File: config.mk
export PLATFORM = sky130hd
export DESIGN_NAME = ax_btb_pred_select_flat
export DESIGN_NICKNAME = d
export VERILOG_FILES = /design/src/rtl/ax_btb_pred_select_if.sv /design/src/rtl/ax_btb_pred_select.sv /design/src/flat_wrapper.sv
export SDC_FILE = /design/constraint.sdc
export NUM_CORES = 1
export LEC_CHECK = 0
export BUFFER_PORTS_ARGS = -buffer_cell sky130_fd_sc_hd__clkbuf_2
export CAP_MARGIN = 20
export CORE_MARGIN = 3
export CORE_UTILIZATION = 46
export DETAILED_ROUTE_END_ITERATION = 6
export GPL_ROUTABILITY_DRIVEN = 0
export GPL_TIMING_DRIVEN = 0
export MAX_ROUTING_LAYER = met4
export PLACE_DENSITY = 0.77
export REMOVE_ABC_BUFFERS = 1
export SLEW_MARGIN = 10
export SYNTH_ARGS = -nofsm -noshare
export SYNTH_HDL_FRONTEND = slang
export SYNTH_SLANG_ARGS = --single-unit
File: constraint.sdc
create_clock -name clk -period 4.7 [get_ports clk]
set_clock_uncertainty 0.05 [all_clocks]
set_input_delay 0.235 -clock clk [delete_from_list [all_inputs] [get_ports clk]]
set_output_delay 0.235 -clock clk [all_outputs]
set_load 0.02 [all_outputs]
File: src/rtl/ax_btb_pred_select_if.sv
// ax_btb_pred_select_if
//   Bundles the fetch-group input side (BTB read results plus valid/ready)
//   and the redirect output side (buffer head plus valid/ready) of
//   ax_btb_pred_select.
//   slave  : the selector's view (consumes the fetch group, produces the head).
//   master : the environment's view (produces the fetch group, consumes the head).
// Handshake: a transfer happens on a rising clk edge where valid && ready.
//   The producer holds its payload stable while valid && !ready. ready never
//   depends combinationally on valid.
interface ax_btb_pred_select_if #(
  parameter int FETCH_WIDTH = 2,
  parameter int PC_WIDTH    = 32
);
  localparam int LANE_W = (FETCH_WIDTH > 1) ? $clog2(FETCH_WIDTH) : 1;

  // fetch-group side
  logic                            inValid;
  logic                            inReady;
  logic [PC_WIDTH-1:0]             inPC;
  logic [FETCH_WIDTH-1:0]          inLaneValid;
  logic [FETCH_WIDTH-1:0]          axbtbHit;
  logic [FETCH_WIDTH*PC_WIDTH-1:0] axbtbOut;
  logic [FETCH_WIDTH-1:0]          axreadIsCondBr;

  // redirect output side
  logic                            outValid;
  logic                            outReady;
  logic [PC_WIDTH-1:0]             outPC;
  logic [FETCH_WIDTH-1:0]          outLaneMask;
  logic                            outRedirect;
  logic [PC_WIDTH-1:0]             outTarget;
  logic [LANE_W-1:0]               outLane;
  logic                            outIsCondBr;

  modport slave (
    input  inValid, inPC, inLaneValid, axbtbHit, axbtbOut, axreadIsCondBr,
    output inReady,
    output outValid, outPC, outLaneMask, outRedirect, outTarget, outLane, outIsCondBr,
    input  outReady
  );

  modport master (
    output inValid, inPC, inLaneValid, axbtbHit, axbtbOut, axreadIsCondBr,
    input  inReady,
    input  outValid, outPC, outLaneMask, outRedirect, outTarget, outLane, outIsCondBr,
    output outReady
  );
endinterface

File: src/rtl/ax_btb_pred_select.sv
// ax_btb_pred_select
//   Consumes per-lane approximate-BTB read results for a fetch group, picks
//   the first valid lane with a hit as the predicted-taken branch, trims the
//   lane mask after it and queues {PC, mask, redirect, target, lane, isCondBr}
//   into a 2-entry output buffer. After a redirect is queued, groups whose PC
//   is not the predicted target are wrong-path and are dropped.
// Ports:
//   clk, rst      clock, synchronous active-high reset
//   flush         empties the buffer and returns to IDLE; beats accept
//   bus           ax_btb_pred_select_if.slave (input group / output head)
//   hitCount      saturating count of queued groups carrying a redirect
//   discardCount  saturating count of dropped wrong-path groups
//   state_dbg     current FSM state (0 = IDLE, 1 = WAIT_TARGET)
module ax_btb_pred_select #(
  parameter int FETCH_WIDTH = 2,
  parameter int PC_WIDTH    = 32,
  parameter int INSN_BYTES  = 4,
  parameter int CNT_WIDTH   = 32,
  parameter int DEPTH       = 2
) (
  input  logic                  clk,
  input  logic                  rst,
  input  logic                  flush,
  ax_btb_pred_select_if.slave   bus,
  output logic [CNT_WIDTH-1:0]  hitCount,
  output logic [CNT_WIDTH-1:0]  discardCount,
  output logic                  state_dbg
);
  localparam int LANE_W = (FETCH_WIDTH > 1) ? $clog2(FETCH_WIDTH) : 1;
  localparam int PTR_W  = 1;
  localparam int CW     = 2;
  localparam logic [CW-1:0] FULL = CW'(DEPTH);

  if (DEPTH != 2) begin : g_bad_depth
    $error("ax_btb_pred_select: DEPTH must be 2");
  end
  if (INSN_BYTES < 1) begin : g_bad_insn_bytes
    $error("ax_btb_pred_select: INSN_BYTES must be positive");
  end

  typedef enum logic {IDLE = 1'b0, WAIT_TARGET = 1'b1} state_t;

  typedef struct packed {
    logic [PC_WIDTH-1:0]    pc;
    logic [FETCH_WIDTH-1:0] mask;
    logic                   redirect;
    logic [PC_WIDTH-1:0]    target;
    logic [LANE_W-1:0]      lane;
    logic                   is_cond_br;
  } entry_t;

  state_t              state, state_next;
  logic [PC_WIDTH-1:0] pend_target, pend_next;

  entry_t              mem [DEPTH];
  logic [PTR_W-1:0]    rd_ptr, wr_ptr;
  logic [CW-1:0]       count;

  logic                sel_found;
  logic [LANE_W-1:0]   sel_lane;
  entry_t              new_entry;
  entry_t              head;

  logic                accept, drop, push, pop;

  // Lane selection: the lowest lane that is both fetch-valid and a BTB hit.
  always_comb begin
    sel_found = 1'b0;
    sel_lane  = '0;
    for (int i = FETCH_WIDTH - 1; i >= 0; i--) begin
      if (bus.inLaneValid[i] && bus.axbtbHit[i]) begin
        sel_found = 1'b1;
        sel_lane  = LANE_W'(i);
      end
    end

    new_entry          = '0;
    new_entry.pc       = bus.inPC;
    new_entry.mask     = bus.inLaneValid;
    new_entry.redirect = sel_found;
    if (sel_found) begin
      // Lanes after the taken branch are on the wrong path.
      for (int i = 0; i < FETCH_WIDTH; i++) begin
        if (i > int'(sel_lane)) new_entry.mask[i] = 1'b0;
      end
      new_entry.target     = bus.axbtbOut[int'(sel_lane)*PC_WIDTH +: PC_WIDTH];
      new_entry.lane       = sel_lane;
      new_entry.is_cond_br = bus.axreadIsCondBr[sel_lane];
    end
  end

  // No bypass: a full buffer refuses input even when popping this cycle.
  assign bus.inReady = (count < FULL) && !flush && !rst;
  assign accept      = bus.inValid && bus.inReady;
  assign drop        = accept && (state == WAIT_TARGET) && (bus.inPC != pend_target);
  assign push        = accept && !drop;
  assign pop         = bus.outValid && bus.outReady && !flush;

  // Buffer pointers and occupancy.
  always_ff @(posedge clk) begin
    if (rst || flush) begin
      rd_ptr <= '0;
      wr_ptr <= '0;
      count  <= '0;
    end else begin
      if (push) wr_ptr <= wr_ptr + 1'b1;
      if (pop)  rd_ptr <= rd_ptr + 1'b1;
      case ({push, pop})
        2'b10:   count <= count + 1'b1;
        2'b01:   count <= count - 1'b1;
        default: count <= count;
      endcase
    end
  end

  // Storage carries no reset; occupancy alone qualifies it.
  always_ff @(posedge clk) begin
    if (push) mem[wr_ptr] <= new_entry;
  end

  assign head = mem[rd_ptr];

  always_comb begin
    bus.outValid    = (count != '0);
    bus.outPC       = '0;
    bus.outLaneMask = '0;
    bus.outRedirect = 1'b0;
    bus.outTarget   = '0;
    bus.outLane     = '0;
    bus.outIsCondBr = 1'b0;
    if (count != '0) begin
      bus.outPC       = head.pc;
      bus.outLaneMask = head.mask;
      bus.outRedirect = head.redirect;
      bus.outTarget   = head.target;
      bus.outLane     = head.lane;
      bus.outIsCondBr = head.is_cond_br;
    end
  end

  // FSM state register.
  always_ff @(posedge clk) begin
    if (rst) begin
      state       <= IDLE;
      pend_target <= '0;
    end else begin
      state       <= state_next;
      pend_target <= pend_next;
    end
  end

  // FSM next state. A queued redirect (from either state) arms the wrong-path
  // filter on its target; a queued non-redirect group in WAIT_TARGET is the
  // target group itself and disarms it. flush keeps pend_target.
  always_comb begin
    state_next = state;
    pend_next  = pend_target;
    if (flush) begin
      state_next = IDLE;
    end else if (push && new_entry.redirect) begin
      state_next = WAIT_TARGET;
      pend_next  = new_entry.target;
    end else if (push && (state == WAIT_TARGET)) begin
      state_next = IDLE;
    end
  end

  assign state_dbg = state;

  // Saturating statistics.
  always_ff @(posedge clk) begin
    if (rst) begin
      hitCount     <= '0;
      discardCount <= '0;
    end else begin
      if (push && new_entry.redirect && (hitCount != '1))
        hitCount <= hitCount + CNT_WIDTH'(1);
      if (drop && (discardCount != '1))
        discardCount <= discardCount + CNT_WIDTH'(1);
    end
  end
endmodule

File: src/flat_wrapper.sv
// flat-port wrapper written by rule: the top's interface ports become plain ports
module ax_btb_pred_select_flat 
#(
  parameter int FETCH_WIDTH = 2,
  parameter int PC_WIDTH    = 32,
  parameter int INSN_BYTES  = 4,
  parameter int CNT_WIDTH   = 32,
  parameter int DEPTH       = 2
)
  (clk, rst, flush, hitCount, discardCount, state_dbg, bus_inValid, bus_inPC, bus_inLaneValid, bus_axbtbHit, bus_axbtbOut, bus_axreadIsCondBr, bus_inReady, bus_outValid, bus_outPC, bus_outLaneMask, bus_outRedirect, bus_outTarget, bus_outLane, bus_outIsCondBr, bus_outReady);
  ax_btb_pred_select_if #(.FETCH_WIDTH(FETCH_WIDTH), .PC_WIDTH(PC_WIDTH)) bus_i ();
  input  logic clk;
  input  logic rst;
  input  logic flush;
  output logic [CNT_WIDTH-1:0] hitCount;
  output logic [CNT_WIDTH-1:0] discardCount;
  output logic state_dbg;
  input wire logic [$bits(bus_i.inValid)-1:0] bus_inValid;
  input wire logic [$bits(bus_i.inPC)-1:0] bus_inPC;
  input wire logic [$bits(bus_i.inLaneValid)-1:0] bus_inLaneValid;
  input wire logic [$bits(bus_i.axbtbHit)-1:0] bus_axbtbHit;
  input wire logic [$bits(bus_i.axbtbOut)-1:0] bus_axbtbOut;
  input wire logic [$bits(bus_i.axreadIsCondBr)-1:0] bus_axreadIsCondBr;
  output wire logic [$bits(bus_i.inReady)-1:0] bus_inReady;
  output wire logic [$bits(bus_i.outValid)-1:0] bus_outValid;
  output wire logic [$bits(bus_i.outPC)-1:0] bus_outPC;
  output wire logic [$bits(bus_i.outLaneMask)-1:0] bus_outLaneMask;
  output wire logic [$bits(bus_i.outRedirect)-1:0] bus_outRedirect;
  output wire logic [$bits(bus_i.outTarget)-1:0] bus_outTarget;
  output wire logic [$bits(bus_i.outLane)-1:0] bus_outLane;
  output wire logic [$bits(bus_i.outIsCondBr)-1:0] bus_outIsCondBr;
  input wire logic [$bits(bus_i.outReady)-1:0] bus_outReady;
  assign bus_i.inValid = bus_inValid;
  assign bus_i.inPC = bus_inPC;
  assign bus_i.inLaneValid = bus_inLaneValid;
  assign bus_i.axbtbHit = bus_axbtbHit;
  assign bus_i.axbtbOut = bus_axbtbOut;
  assign bus_i.axreadIsCondBr = bus_axreadIsCondBr;
  assign bus_inReady = bus_i.inReady;
  assign bus_outValid = bus_i.outValid;
  assign bus_outPC = bus_i.outPC;
  assign bus_outLaneMask = bus_i.outLaneMask;
  assign bus_outRedirect = bus_i.outRedirect;
  assign bus_outTarget = bus_i.outTarget;
  assign bus_outLane = bus_i.outLane;
  assign bus_outIsCondBr = bus_i.outIsCondBr;
  assign bus_i.outReady = bus_outReady;
  ax_btb_pred_select #(.FETCH_WIDTH(FETCH_WIDTH), .PC_WIDTH(PC_WIDTH), .INSN_BYTES(INSN_BYTES), .CNT_WIDTH(CNT_WIDTH), .DEPTH(DEPTH)) u_core (.clk(clk), .rst(rst), .flush(flush), .bus(bus_i), .hitCount(hitCount), .discardCount(discardCount), .state_dbg(state_dbg));
endmodule
* Word level (Yosys, flattened, before mapping)
Memories as Yosys holds them, arrays and structs flattened. A register that Yosys moved wholly into a read port is not among the register bits. Cells that the tools add are included.
Storage, ports and cells: memories 1, bits in latches 0, memory bits (read-only) 0, word-level logic and storage cells 68, bits of input ports 107, output and inout port bits 136, register bits after elaboration 101, memory bits (writable) 138
Memories:
- u_core.mem | words 2, width 69, rd ports 1, clocked after memory_dff 1, write ports 1, line ax_btb_pred_select.sv:55 | entry_t mem [DEPTH];
Operators by class: muxes and demuxes 21, order comparisons 3, reductions and logical operators 23, divide/modulo/power cells 0, eq/ne operators 5, bitwise operators 1, shifts and indexed selects 1, multiply operators 0, $add $sub $neg 6
Operators with widths (number):
- adder 32 x 1 -> 32 bit (second input constant) | 2
- 2-to-1 mux 32 bit | 2
- inequality test 32 bit (second input constant) | 2
- variable part select 64 x 7 -> 32 bit | 1
- 2-to-1 mux 34 bit | 1
- inequality test 32 bit | 1
- 2-to-1 mux 1 bit | 16
- logical AND 1 bit | 14
- nonzero test 2 bit | 3
- case mux 2 bit (2 select lines) | 1
- logical NOT 1 bit | 3
- adder 1 bit (second input constant) | 2
- adder 2 x 1 -> 2 bit (second input constant) | 1
- == test 2 x 1 -> 1 bit (second input constant) | 1
- == test 2 bit (second input constant) | 1
- < comparator 1 x 2 -> 1 bit (second input constant) | 1
- < comparator 2 bit (second input constant) | 1
- 2-to-1 mux 2 bit | 1
- AND reduction 2 bit | 1
- OR reduction 2 bit | 1
- subtractor 2 x 1 -> 2 bit (second input constant) | 1
- greater-than comparator 1 bit (first input constant) | 1
- logical OR 1 bit | 1
- NOT 1 bit | 1

* Depth between registers and ports, before layout
Gate-level depths: netlist of run 1.
word-level depth 11, mapped depth 12, mapped depth without buffers 10

* Worst setup path before layout of run 1
No wires, ideal clock.
path kind flip-flop to flip-flop, start point register u_core.pend_target[11], end point memory u_core.mem[0][0] (netlist name), enable pin, period minus slack after synthesis 5023 ps, slack -323 ps, buffers on the path 2, data arrival time 4477 ps, library setup time 496 ps, required time 4154 ps, stages on the path, launching flop included 10, path through dfxtp_1 > xnor2_1 > nand4_1 > nor4_1 > a21boi_1 > buf_2 > buf_2 > nor2_1 > inv_1 > nor2_1
Between the ends: word-level cells in the longest chain between the ends 6
RTL lines:
- start: declaration | line ax_btb_pred_select.sv:53 | logic [PC_WIDTH-1:0] pend_target, pend_next;
- start signal: assignment | line ax_btb_pred_select.sv:148 | pend_target <= pend_next;
- inequality test 32 bit | line ax_btb_pred_select.sv:95 | assign drop = accept && (state == WAIT_TARGET) && (bus.inPC != pend_target);
- logical AND 1 bit | line ax_btb_pred_select.sv:95
- logical NOT 1 bit | line ax_btb_pred_select.sv:96 | assign push = accept && !drop;
- logical AND 1 bit | line ax_btb_pred_select.sv:96
- 2-to-1 mux 1 bit | line ax_btb_pred_select.sv:118 | if (push) mem[wr_ptr] <= new_entry;
- 2-to-1 mux 1 bit (not written as such) | line ax_btb_pred_select.sv:118
- end: declaration | line ax_btb_pred_select.sv:55
No other way between the ends.

* Worst setup path after layout of run 1
start point input bus_inPC[30], end point memory u_core.mem[0][22] (netlist name), enable pin
Between the ends: word-level cells in the longest chain between the ends 6
RTL lines:
- start: declaration | line flat_wrapper.sv:19 | input wire logic [$bits(bus_i.inPC)-1:0] bus_inPC;
- inequality test 32 bit | line ax_btb_pred_select.sv:95
- logical AND 1 bit | line ax_btb_pred_select.sv:95
- logical NOT 1 bit | line ax_btb_pred_select.sv:96
- logical AND 1 bit | line ax_btb_pred_select.sv:96
- 2-to-1 mux 1 bit | line ax_btb_pred_select.sv:118
- 2-to-1 mux 1 bit (not written as such) | line ax_btb_pred_select.sv:118
No other way between the ends.

==> impl_metrics.tcl, run 1 <==
set metrics [dict create \
    io_pins 243 \
    routed_wl_um 25700 \
    port_buffers 242 \
    required_ns 4.88 \
    vias 8190 \
    min_delay_path_depth 2 \
    final.period_utilization_pct 79.0 \
    htreeDepth 1 \
    antenna_left 0 \
    synth-xor-area-share_pct 4.48 \
    ctsResizeCount 0 \
    reg2reg_depth 10 \
    dpl_cell_area_um2 12000 \
    grt_max_degree 67 \
    fp.dieW_um 156 \
    drv_slew 0 \
    fmax_ghz 0.269 \
    grt_pass1_wl_um 40100 \
    worstReg2RegStart "u_core.pend_target[22]" \
    leakage_nw 4.92 \
    cts_tree "built" \
    area_delta_synth_final_pct 28.4 \
    synth_warnings 0 \
    clockRootBuffer "clkbuf_16" \
    die_area_um2 24400 \
    yosysSeqAreaShare_pct 59.7 \
    fillers 1752 \
    synth_edf_count 138 \
    critPathArrivalTime_ns 3.89 \
    cts.sink_count 240 \
    min_from "bus_axbtbOut[31]" \
    clkLatencyLatePin_ns 0.52 \
    run_status "complete, no violations" \
    async_flop_share_pct 0 \
    multi_input_area_um2 3960 \
    setup_viol 0 \
    maxCapViolations 0 \
    initialDrtViolationCount 441 \
    relSlewSlack_pct 38.4 \
    p_per_area_nw_per_um2 340 \
    yosys-mux-area-fraction_pct 7.09 \
    numCtsBuffers 25 \
    min_period_ns 3.71 \
    design_area_um2 13300 \
    start_util_pct 47.2 \
    wl_per_cell_um 17.0 \
    hold_violations 0 \
    cp-end-kind "flop" \
    first_pass_iters 6 \
    holdPathEnd "u_core.mem[0][33]" \
    wirelength_met1_um 10800 \
    dr_wl_met2_um 12500 \
    synthSimpleGateAreaFrac_pct 18.2 \
    synthAdderAreaFrac_pct 0.362 \
    synth_ff_type "edfxtp_1" \
    cp_max_fo 21 \
    n_antenna_cell 0 \
    grt_pass1_vias 7780 \
    dr_wl_met3_um 1860 \
    hold_buffers 43 \
    viasPerCell 5.41 \
    worst_slew_pin_slew_ns 0.915 \
    num_rows 54 \
    ir_drop_uv 288 \
    final_common_cell "clkbuf_2" \
    synth_top_family_by_area "simple AND/OR/NAND/NOR gates" \
    setup.worst_path.start_class "input pin" \
    die_h_um 156 \
    rsz0062_at_grt "false" \
    grt_antenna_before_repair 0 \
    grt_remaining_overflow 0 \
    yosysUniqueCellTypes 47 \
    routed.top_layer "met4" \
    layout_common_cells "clkbuf_2, nor2_1, edfxtp_1" \
    reg2reg_slack_ns 1.03 \
    hold_ws_ns 0.0199 \
    coreArea_um2 22000 \
    syn-mean-instance-area_um2 11.0 \
    cts.clk_slew.worst_paths_ns 0.06 \
    dp_hpwl_um 17000 \
    r2r-end "u_core.mem[0][22]" \
    crit_type "input pin to flop" \
    route.detailed.drc 0 \
    cts_post_setup_buffers_inserted 0 \
    final_nets 1325 \
    ys_ff_latch 240 \
    hp-class "input pin to flop" \
    seqCellArea_um2 6190 \
    synthesis.area_um2 10400 \
    netlist_instances 941 \
    drive_gt1_share_pct 24.7 \
    clock_path_buffers 3 \
    synth-compound-area-share_pct 7.77 \
    grt_use_total_pct 20.9 \
]
registers in the layout, indices dropped and copies added (netlist names), named ones only:
name,count
u_core.mem,138
u_core.discardCount,32
u_core.hitCount,32
u_core.pend_target,32
u_core.count,2
u_core.rd_ptr,1
u_core.state_dbg,1
u_core.wr_ptr,1
cells by family after synthesis:
kind of cell	after synthesis
XOR/XNOR	53
AO/OA/AOI/OAI	124
flip-flops	240
adder cells (fa/ha/maj)	3
buffers and inverters	59
multiplexers	73
AND/OR/NAND/NOR	389
layout make-up:
cell class	instances	share of cell area [%]
flip-flops and latches	240	46.6
well taps	280	2.63
inverters	9	0.254
repair buffers	297	14.6
clock inverters	9	0.800
multi-input cells	642	29.8
clock buffers	36	5.39
worst max-delay path: stages:
cell           delay, ns
dlygate4sd3_1       0.56
clkbuf_2            0.15
xnor2_1             0.17
nand4_1             0.17
nor4_1              0.78
a21boi_2            0.31
nor2_1              0.28
inv_1               0.13
nor2_4              0.47
buf_16              0.25
buf_16              0.18
buf_16              0.18
power breakdown:
group,internal (mW),switching (mW)
registers,2.26,0.0140
clock network,1.17,0.794
logic,0.132,0.158
how the worst max path moves through the flow:
stage / from / to / slack [ns] / depth (start not counted)
finish: bus_inPC[30] / u_core.mem[0][22] / 0.99 / 12
global route: bus_inPC[3] / u_core.mem[0][22] / 0.73 / 12
CTS: bus_inPC[3] / u_core.mem[0][22] / 0.89 / 12
detailed placement: bus_inPC[3] / u_core.mem[0][58] / 0.89 / 11
global placement: rst / u_core.mem[0][58] / -3.46 / 7
floorplan: u_core.pend_target[12] / u_core.mem[0][0] / -0.32 / 7
metrics by stage:
| step | util (%) | worst slack [ns] | setup TNS [ns] | instances | total power, mW |
|---|---|---|---|---|---|
| global route | 60.6 | 0.735 | 0 | 1513 | 4.69 |
| finish | 60.6 | 0.987 | 0 | 1513 | 4.53 |
| detailed placement | 54.8 | 0.890 | 0 | 1425 | 2.58 |
| CTS | 60.6 | 0.889 | 0 | 1513 | 4.57 |
| floorplan | - | -0.323 | -22.28 | 891 | 2.44 |
| global placement | 53.3 | -3.46 | -387.87 | 1413 | 2.56 |
metal layers:
metal  track usage, %  vias to the layer above
met4             4.37                        0
li1                 -                     3990
met1             26.1                     3854
met3             4.47                       44
met5                -                        -
met2             35.3                      302
cell usage after synthesis, types with 18 or more instances:
library cell  instances  area, µm²
nor3_1               42        210
nor2_1              177        664
o21ai_0              21        105
nand3_1              18       90.1
xnor2_1              47        412
nand4_1              34        213
clkbuf_1             32        120
or3_1                29        181
dfxtp_1             102       2040
a21oi_1              40        200
nand2_1              32        120
mux2i_1              70        701
a22o_1               33        289
edfxtp_1            138       4140
Power figures use the tool's default switching activity.
==> run 2: changes to the inputs <==
ABC_AREA = 1   (was not set)
PLACE_DENSITY = 0.73   (was 0.77)
clock period = 3.55 ns   (was 4.7 ns; I/O delays follow)
==> impl_metrics.tcl, run 2 <==
set metrics [dict create \
    synth-compound-area-share_pct 10.5 \
    final_nets 1793 \
    numCtsBuffers 25 \
    synth_warnings 0 \
    clockRootBuffer "clkbuf_16" \
    place_ws_ns -0.326 \
    cp_max_fo 26 \
    yosysMostFrequentCell "nand2_1" \
    worstReg2RegStart "u_core.pend_target[22]" \
    crit_type "input pin to flop" \
    final.period_utilization_pct 90.5 \
    first_pass_iters 5 \
    port_buffers 242 \
    final_common_cell "nand2_1" \
    wl_per_cell_um 16.0 \
    netlist.area_leader.share_pct 35.8 \
    crit_start "bus_inPC[16]" \
    area_delta_synth_final_pct 27.2 \
    grt_use_total_pct 23.7 \
    num_rows 57 \
    finalPower_mw 5.86 \
    grt_pass1_wl_um 50300 \
    yosysSeqAreaShare_pct 53.4 \
    clkPwrFrac_pct 41.5 \
    async_flop_share_pct 0 \
    synth-xor-area-share_pct 3.56 \
    grt_remaining_overflow 0 \
    setup_viol 0 \
    design_area_um2 14700 \
    synth_edf_count 138 \
    start_util_pct 47.2 \
    initialDrtViolationCount 728 \
    relSlewSlack_pct 33.4 \
    cts_tree "built" \
    fmax_ghz 0.311 \
    switchingPower_mw 1.30 \
    fp.dieW_um 165 \
    ir_drop_uv 299 \
    synth.area.top_cells "edfxtp_1, dfxtp_1, nand2_1" \
    reg2reg_depth 13 \
    route.detailed.drc 0 \
    run_status "complete, no violations" \
    worst_slew_pin_slew_ns 0.998 \
    viasPerCell 5.15 \
    setup.worst_path.start_class "input pin" \
    vias 10400 \
    clkLatencyLatePin_ns 0.51 \
    swShare_pct 22.1 \
    yosys-mux-area-fraction_pct 0 \
    path_cells "dlygate4sd3_1, clkbuf_2, xnor2_1, nand2_1, nor2_1, nand2_1, nor2_1, nand2_1, a21oi_4, buf_16, inv_1, nor2_4, buf_16, buf_16, buf_12" \
    min_delay_path_depth 3 \
    grt_max_degree 68 \
    layout_common_cells "nand2_1, clkbuf_2, nor2_1" \
    critPathArrivalTime_ns 3.36 \
    cpMaxStageDelayCell "dlygate4sd3_1" \
    synth_top_family_by_area "simple AND/OR/NAND/NOR gates" \
    maxCapViolations 0 \
    synthAdderAreaFrac_pct 0.324 \
    max_stage_delay_ns 0.55 \
    htreeDepth 1 \
    die_area_um2 27100 \
    routed_wl_um 32400 \
    drv_slew 0 \
    min_period_ns 3.21 \
    cts.sink_count 240 \
    ys_ff_latch 240 \
    seqPwrFrac_pct 51.1 \
    antenna_left 0 \
    cp-end-kind "flop" \
    top_register "u_core.mem" \
    synth_top_area_cell "edfxtp_1" \
    grt_pass1_vias 10100 \
    grt_antenna_before_repair 1 \
    netlist_instances 1394 \
    hp-class "input pin to flop" \
    p_comb_share_pct 7.4 \
    coreArea_um2 24500 \
    syn-mean-instance-area_um2 8.30 \
    fillers 2135 \
    finalWorstSetupSlack_ns 0.338 \
    yosysUniqueCellTypes 36 \
    cts.clk_slew.worst_paths_ns 0.06 \
    ys_top_cells_by_count "nand2_1, nor2_1, inv_1, edfxtp_1, a21oi_1" \
    rsz0062_at_grt "false" \
    dpl_cell_area_um2 13300 \
    dp_hpwl_um 21300 \
    hold_violations 0 \
    p_per_area_nw_per_um2 398 \
    io_pins 243 \
    clock_path_buffers 3 \
    min_from "bus_axbtbOut[49]" \
    drive_gt1_share_pct 20.3 \
    finalSetupTns_ns 0 \
    p_int_mw 4.56 \
    die_h_um 165 \
    synth_ff_type "edfxtp_1" \
    largest_register_ffs 138 \
    synthSimpleGateAreaFrac_pct 24.7 \
    synthesis.area_um2 11600 \
    required_ns 3.70 \
    leakage_nw 6.00 \
]
run 2: changes by cell type after synthesis, moves of 29 or more:
cell     previous run  this run
o21ai_0            21        51
inv_1               9       145
or3_1              29         0
a21oi_1            40       111
mux2i_1            70         0
nand2_1            32       384
run 2: metrics by stage:
step / cells / utilization (%) / hold slack, ns
global route: 2026 / 60.0 / 0.0190
finish: 2026 / 60.0 / 0.0251
CTS: 2025 / 60.0 / 0.000756
global placement: 1896 / 52.5 / 0.344
floorplan: 1330 / - / 0.190
detailed placement: 1910 / 54.1 / 0.350
run 2: power groups by stage:
stage          Sequential, mW  Combinational, mW  Clock, mW
6_report                 2.99              0.436       2.43
5_1_grt                  3.00              0.475       2.59
4_1_cts                  2.99              0.434       2.50
3_5_place_dp             3.05              0.366          0
3_3_place_gp             3.06              0.337          0
2_1_floorplan            3.06              0.171          0
run 2: cells by family (layout without fill, tap and decap cells):
| kind of cell | count (synthesis) | in the layout |
|---|---|---|
| compound gates | 210 | 210 |
| xor+xnor | 47 | 47 |
| fa+ha+maj | 3 | 3 |
| buf+inv | 213 | 520 |
| flops | 240 | 240 |
| other cells | 0 | 1 |
| simple gates | 681 | 681 |
run 2: timing repair:
action	in CTS	in global routing
gates resized for setup	0	1
setup buffers	1	0
hold endpoints to repair	109	0
hold buffers	69	0
endpoints found under the setup margin	54	14
pin swaps	1	0
run 2: path summary, 6_finish.rpt:
kind / to / slack (ns)
setup / recovery: u_core.mem[0][67] / 0.34
hold / removal: u_core.mem[0][19] / 0.03
setup reg to reg: u_core.mem[0][67] / 0.34
hold reg to reg: u_core.pend_target[17] / 0.42
run 2: area by class of cell:
cell class / instances / area (µm²) / area share, %
multi-input cells: 941 / 4580 / 31.1
clock buffers: 38 / 684 / 4.65
well taps: 324 / 405 / 2.75
repair buffers: 326 / 2240 / 15.2
diodes: 1 / 2.50 / 0.0170
inverters: 149 / 561 / 3.81
flip-flops and latches: 240 / 6190 / 42.0
clock inverters: 7 / 63.8 / 0.433
run 2: worst max-delay path, delay by kind of cell:
family,cells,cell delay [ns]
buffers and inverters,7,1.62
xor gates and xnor gates,1,0.13
AOI/OAI and AO/OA,1,0.27
and+or+nand+nor,6,1.13
run 2: routing by layer:
metal	wire length, µm	vias up	global-route usage (%)
met2	15900	353	41.2
met5	0	-	-
met1	13700	4890	29.0
met4	570	0	5.91
met3	2170	47	3.81
li1	-	5140	-
